<file path="src/rtl/hazard_ctrl_pkg.sv">
// Shared core types for the 5-stage pipeline controller: register control
// encoding, hazard FSM states and the canonical NOP encoding.
package hazard_ctrl_pkg;

  typedef enum logic [1:0] {
    CONTINUE = 2'd0,
    STALL    = 2'd1,
    FLUSH    = 2'd2
  } pipeline_control_t;

  typedef enum logic [1:0] {
    RUN    = 2'd0,
    DRAIN  = 2'd1,
    HALTED = 2'd2
  } hazard_state_t;

  localparam logic [31:0] NOP_INSTR = 32'h00000013;

endpackage

</file>
<file path="src/rtl/hazard_ctrl_sat_counter.sv">
// Saturating up-counter with synchronous clear; clear wins over increment.
module sat_counter #(
  parameter int WIDTH = 32
) (
  input  logic             clk_i,
  input  logic             rst_i,
  input  logic             inc_i,
  input  logic             clr_i,
  output logic [WIDTH-1:0] count_o
);

  logic [WIDTH-1:0] count_d, count_q;

  always_comb begin
    count_d = count_q;
    if (clr_i)
      count_d = '0;
    else if (inc_i && !(&count_q))
      count_d = count_q + WIDTH'(1);
  end

  always_ff @(posedge clk_i) begin
    if (rst_i) count_q <= '0;
    else       count_q <= count_d;
  end

  assign count_o = count_q;

endmodule

</file>
<file path="src/rtl/hazard_ctrl.sv">
// Pipeline hazard controller: load-use / branch / memory-wait resolution,
// debug halt-drain-resume FSM, and saturating stall/flush counters.
module hazard_ctrl
  import hazard_ctrl_pkg::*;
#(
  parameter int REG_ADDR_WIDTH = 5,
  parameter int CNT_WIDTH      = 32,
  parameter int MEM_TIMEOUT    = 255,
  parameter int DRAIN_CYCLES   = 3
) (
  input  logic                      clk_i,
  input  logic                      rst_i,
  input  logic [REG_ADDR_WIDTH-1:0] d_rs1_i,
  input  logic [REG_ADDR_WIDTH-1:0] d_rs2_i,
  input  logic                      d_use_rs1_i,
  input  logic                      d_use_rs2_i,
  input  logic [REG_ADDR_WIDTH-1:0] e_rd_i,
  input  logic                      e_is_load_i,
  input  logic                      e_branch_taken_i,
  input  logic                      dmem_req_i,
  input  logic                      dmem_ack_i,
  input  logic                      halt_req_i,
  input  logic                      resume_i,
  output pipeline_control_t         ctrl_fd_o,
  output pipeline_control_t         ctrl_de_o,
  output pipeline_control_t         ctrl_em_o,
  output pipeline_control_t         ctrl_mw_o,
  output logic                      pc_en_o,
  output logic                      halted_o,
  output logic                      mem_timeout_o,
  output logic [CNT_WIDTH-1:0]      stall_cnt_o,
  output logic [CNT_WIDTH-1:0]      flush_cnt_o
);

  localparam int DRAIN_W = (DRAIN_CYCLES < 1) ? 1 : $clog2(DRAIN_CYCLES + 1);
  localparam int WAIT_W  = (MEM_TIMEOUT < 2) ? 1 : $clog2(MEM_TIMEOUT + 1);

  hazard_state_t      state_d, state_q;
  logic [DRAIN_W-1:0] drain_d, drain_q;
  logic               timeout_d, timeout_q;
  logic [WAIT_W-1:0]  wait_cnt;
  logic               mem_wait, load_use, branch_flush;

  assign mem_wait = dmem_req_i & ~dmem_ack_i;
  assign load_use = e_is_load_i & (e_rd_i != '0) &
                    ((d_use_rs1_i & (d_rs1_i == e_rd_i)) |
                     (d_use_rs2_i & (d_rs2_i == e_rd_i)));

  always_comb begin
    ctrl_fd_o    = CONTINUE;
    ctrl_de_o    = CONTINUE;
    ctrl_em_o    = CONTINUE;
    ctrl_mw_o    = CONTINUE;
    pc_en_o      = 1'b1;
    halted_o     = 1'b0;
    branch_flush = 1'b0;
    if (rst_i) begin
      ctrl_fd_o = FLUSH;
      ctrl_de_o = FLUSH;
      ctrl_em_o = FLUSH;
      ctrl_mw_o = FLUSH;
      pc_en_o   = 1'b0;
    end else begin
      case (state_q)
        RUN: begin
          if (mem_wait) begin
            ctrl_fd_o = STALL;
            ctrl_de_o = STALL;
            ctrl_em_o = STALL;
            ctrl_mw_o = FLUSH;
            pc_en_o   = 1'b0;
          end else if (e_branch_taken_i) begin
            ctrl_fd_o    = FLUSH;
            ctrl_de_o    = FLUSH;
            branch_flush = 1'b1;
          end else if (load_use) begin
            ctrl_fd_o = STALL;
            ctrl_de_o = FLUSH;
            pc_en_o   = 1'b0;
          end
        end
        DRAIN: begin
          // Fetch is starved so decode only ever receives bubbles.
          ctrl_fd_o = FLUSH;
          pc_en_o   = 1'b0;
          if (mem_wait) begin
            ctrl_de_o = STALL;
            ctrl_em_o = STALL;
            ctrl_mw_o = FLUSH;
          end else if (e_branch_taken_i) begin
            ctrl_de_o    = FLUSH;
            pc_en_o      = 1'b1;
            branch_flush = 1'b1;
          end else if (load_use) begin
            ctrl_de_o = FLUSH;
          end
        end
        HALTED: begin
          ctrl_fd_o = STALL;
          ctrl_de_o = STALL;
          ctrl_em_o = STALL;
          ctrl_mw_o = STALL;
          pc_en_o   = 1'b0;
          halted_o  = 1'b1;
        end
        default: begin
          ctrl_fd_o = FLUSH;
          ctrl_de_o = FLUSH;
          ctrl_em_o = FLUSH;
          ctrl_mw_o = FLUSH;
          pc_en_o   = 1'b0;
        end
      endcase
    end
  end

  always_comb begin
    state_d   = state_q;
    drain_d   = drain_q;
    // Flag rises on the same edge the wait counter reaches MEM_TIMEOUT.
    timeout_d = timeout_q | (mem_wait && (wait_cnt == WAIT_W'(MEM_TIMEOUT - 1)));
    case (state_q)
      RUN: begin
        if (halt_req_i) begin
          state_d = DRAIN;
          drain_d = DRAIN_W'(DRAIN_CYCLES);
        end
      end
      DRAIN: begin
        if (!mem_wait) begin
          if (drain_q <= DRAIN_W'(1)) begin
            state_d = HALTED;
            drain_d = '0;
          end else begin
            drain_d = drain_q - DRAIN_W'(1);
          end
        end
      end
      HALTED: begin
        if (resume_i) state_d = RUN;
      end
      default: state_d = RUN;
    endcase
  end

  always_ff @(posedge clk_i) begin
    if (rst_i) begin
      state_q   <= RUN;
      drain_q   <= '0;
      timeout_q <= 1'b0;
    end else begin
      state_q   <= state_d;
      drain_q   <= drain_d;
      timeout_q <= timeout_d;
    end
  end

  assign mem_timeout_o = timeout_q;

  sat_counter #(.WIDTH(WAIT_W)) u_wait_cnt (
    .clk_i   (clk_i),
    .rst_i   (rst_i),
    .inc_i   (mem_wait),
    .clr_i   (~mem_wait),
    .count_o (wait_cnt)
  );

  sat_counter #(.WIDTH(CNT_WIDTH)) u_stall_cnt (
    .clk_i   (clk_i),
    .rst_i   (rst_i),
    .inc_i   ((state_q == RUN) & ~pc_en_o),
    .clr_i   (1'b0),
    .count_o (stall_cnt_o)
  );

  sat_counter #(.WIDTH(CNT_WIDTH)) u_flush_cnt (
    .clk_i   (clk_i),
    .rst_i   (rst_i),
    .inc_i   (branch_flush),
    .clr_i   (1'b0),
    .count_o (flush_cnt_o)
  );

endmodule

</file>
<file path="config.mk">
export PLATFORM = sky130hd
export DESIGN_NAME = hazard_ctrl
export DESIGN_NICKNAME = d
export VERILOG_FILES = /design/src/rtl/hazard_ctrl_pkg.sv /design/src/rtl/hazard_ctrl_sat_counter.sv /design/src/rtl/hazard_ctrl.sv
export SDC_FILE = /design/constraint.sdc
export NUM_CORES = 1
export LEC_CHECK = 0
export CAP_MARGIN = 10
export CORE_UTILIZATION = 49
export DETAILED_ROUTE_END_ITERATION = 7
export MAX_ROUTING_LAYER = met4
export PLACE_DENSITY_LB_ADDON = 0.3
export SLEW_MARGIN = 5
export SYNTH_ARGS = -nofsm -noshare
export SYNTH_HDL_FRONTEND = slang
export SYNTH_SLANG_ARGS = --single-unit
</file>
<file path="constraint.sdc">
create_clock -name clk_i -period 3.1 [get_ports clk_i]
set_clock_uncertainty 0.15 [all_clocks]
set_input_delay 0.62 -clock clk_i [delete_from_list [all_inputs] [get_ports clk_i]]
set_output_delay 0.62 -clock clk_i [all_outputs]
set_load 0.05 [all_outputs]
</file>
==> results.yml <==
placement:
  hpwlAfterDp_um: 7120
  gp_congestion: 0.802
  dpl_cell_area_um2: 5190
  dp.cells: 668
  port_buffers: 99
worst_setup_path:
  cp_max_fo: 3
  critPathRequiredTime_ps: 2330
  crit_type: "in2out"
  worstPathArrival_ps: 2210
  cp-start-kind: "primary input"
  worstSetupEndpointType: "output port"
clock_tree:
  cts_hold_buf: 0
  cts-root-buf: "clkbuf_8"
  clk_latency_ps: 360
  cts_made_buffers: 9
  clk_pin_slew_ps: 70
  htreeDepth: 3
  cts_sinks: 77
  cts_tree: "yes"
  clockBufferDepth: 2
logic_synthesis:
  synth_nets: 498
  ys.flop_type: "dfxtp_1"
  yosys.area_share.simple_pct: 33.0
  ys_ff_latch: 77
  synth_area_um2: 3980
  synthMuxAreaShare_pct: 3.93
  synth-edff-count: 0
  synth_top_family_by_area: "simple AND/OR/NAND/NOR gates"
  synth_cell_types: 55
  synthArstFlopShare_pct: 0
  synthCells: 469
  synth_compound_gate_area_share_pct: 6.79
  yosys_warnings: 0
  synth_seq_area_share_pct: 38.7
  synth.avg_cell_area_um2: 8.49
  synthXorXnorAreaFrac_pct: 13.4
  synth-adder-area-share_pct: 1.26
global_route:
  grt.overflow.total: 0
  grt_pass1_vias: 3602
  grt_pass1_wl_um: 16200
  antenna_found_initial: 0
  grtUsageTotal_pct: 24.6
  grt_start_max_net_pins: 68
floorplan:
  core.rowCount: 32
  dieArea_um2: 8490
  core_um2: 7810
  floorplan.initialDensity_pct: 51.0
  die_w_um: 92.2
  ios: 100
  die_h_um: 92.2
route:
  viasPerCell: 5.51
  dr.first_iter.drc_count: 144
  route.detailed.drc: 0
  via_count: 3760
  antenna_left: 0
  wl_per_cell_um: 14.2
  first_pass_iters: 5
  wl_um: 9710
timing:
  grt_setup_unrepaired: "false"
  finalCritPeriodShare_pct: 96.2
  finalSetupViolCount: 0
  finalMaxSlewViolations: 0
  fin_tns_setup_ps: 0
  finalCriticalPeriod_ps: 2980
  max_clock_freq_mhz: 335
  finalHoldViolations: 0
  hold_slack_ps: 343
  relSlewSlack_pct: 56.3
  worst_pin_slew_ps: 656
job:
  cap_viol_max_count: 0
power_and_ir_drop:
  p_switching_w: 0.000542
  power_frac_comb_pct: 13.9
  power_leakage_nw: 1.96
  clockPowerShare_pct: 37.5
  pwr_density_cell_nw_per_um2: 388
  pwr-share-seq_pct: 48.6
  swShare_pct: 25.6
  internal_power_w: 0.00157
  power.total_w: 0.00211
  vdd_drop_max_mv: 0.222
run_status:
  status: "complete, no violations"
hold_path:
  hold_class: "reg2reg"
layout:
  drive_above_1_share_pct: 11.7
  area_growth_pct: 36.7
  nets: 608
  final_cells: 683
  stdcell_area_um2: 5440
  insertedDiodeCount: 0
==> placed cells by master, fill, tap and decap left out, drive strengths merged, types with 3 or more instances in the layout <==
cell / synthesis / routed
ha: 4 / 4
xnor2: 36 / 36
nand4: 25 / 25
nor3b: 3 / 3
nand2: 23 / 23
inv: 6 / 6
clkdlybuf4s50: 0 / 83
nor4: 4 / 4
a31oi: 3 / 3
nor3: 8 / 8
nand3: 28 / 28
a21oi: 17 / 17
dlymetal6s2s: 0 / 3
nor2: 89 / 89
dfxtp: 77 / 77
xor2: 25 / 25
and4: 9 / 9
nand2b: 4 / 4
and2: 4 / 4
a211oi: 8 / 8
clkbuf: 13 / 10
and3: 11 / 11
o21ai: 6 / 6
mux2: 13 / 13
buf: 7 / 30
or4: 3 / 3
nor2b: 14 / 14
or2: 6 / 6
or3: 4 / 4
==> synth_stat cells, types with 2 or more instances <==
master	n	area share (%)
nor4_2	2	0.63
nor4_1	2	0.31
nand2_1	23	2.2
dfxtp_1	77	39
o21ai_0	5	0.63
clkbuf_1	13	1.2
nor2b_1	14	2.2
nor2_1	88	8.3
o41ai_1	2	0.44
nor3b_1	3	0.57
buf_1	2	0.19
or2_1	2	0.31
nor3_2	2	0.50
or4_1	3	0.57
buf_4	3	0.57
nand2b_1	4	0.63
or4b_1	2	0.50
and3_1	11	1.7
nor3_1	5	0.63
xnor2_1	36	7.9
nand3_1	28	3.5
inv_1	6	0.57
and4_1	9	2.0
and2_1	4	0.63
nor4b_1	2	0.44
a211oi_1	7	1.3
or3_1	4	0.63
mux2_1	12	3.4
a31oi_1	3	0.47
xor2_1	25	5.5
ha_1	4	1.3
or2_2	3	0.47
o31ai_1	2	0.38
nand4_1	24	3.8
a21oi_1	17	2.1
==> metal layers <==
metal	routed length [um]	vias up	global-route usage [%]
li1	-	1853	-
met5	0	-	-
met2	4930	121	41.7
met4	186	0	10.9
met3	448	16	3.98
met1	4140	1770	28.5
==> critical path, stage by stage <==
cell             delay (ps)
clkdlybuf4s50_1         520
xnor2_1                 140
nand4_1                 130
o22ai_2                 240
nand2b_4                 80
buf_4                   130
a21oi_2                 190
buf_12                  160
==> power by group through the flow <==
stage / combinational (W) / sequential (W) / clock (W)
after floorplan: 0.000146 / 0.00107 / 0
after global placement: 0.000277 / 0.00105 / 0
after detailed placement: 0.000285 / 0.00105 / 0
after CTS: 0.000290 / 0.00103 / 0.000805
after global routing: 0.000315 / 0.00103 / 0.000843
final: 0.000293 / 0.00103 / 0.000793
==> final timing paths <==
check,depth (start not counted),from,to,slack (ps)
worst max-delay path,8,d_rs2_i[3],ctrl_fd_o[0],120
worst min-delay path,2,mem_timeout_o,mem_timeout_o,340
worst max register to register,8,u_stall_cnt.count_o[1],u_stall_cnt.count_o[28],310
worst min register to register,2,mem_timeout_o,mem_timeout_o,340
==> metrics by stage <==
step,setup slack [ps],utilization (%)
3_5_place_dp,-103,66.4
2_1_floorplan,-121,-
4_1_cts,0.489,69.3
3_3_place_gp,-64.0,66.4
6_report,117,69.7
5_1_grt,41.7,69.7
==> layout make-up <==
type	count	area [um2]
Timing Repair Buffer	119	1190
Sequential cell	77	1540
Clock inverter	4	76.3
Clock buffer	9	124
Tap cell	102	128
Fill cell	649	2360
Multi-Input combinational cell	366	2360
Inverter	6	22.5
==> kinds of logic (layout without fill, tap and decap cells) <==
kind of cell    Yosys count  after routing
simple gates            245            245
buf+inv                  26            138
fa+ha+maj                 4              4
xor+xnor                 61             61
mux                      14             14
compound gates           42             42
flops                    77             77
==> flip-flops by register name, indices dropped and copies added (netlist names) <==
register             count
u_wait_cnt.count_o       8
u_stall_cnt.count_o     32
u_flush_cnt.count_o     32
state_q                  2
drain_q                  2
mem_timeout_o            1
==> repair_timing <==
| action | CTS | global route |
|---|---|---|
| pin swaps | 2 | 3 |
| resized for setup | 7 | 6 |
| endpoints found under the setup margin | 3 | 3 |
| setup buffers | 0 | 2 |
(Power assumes the default switching activity.)
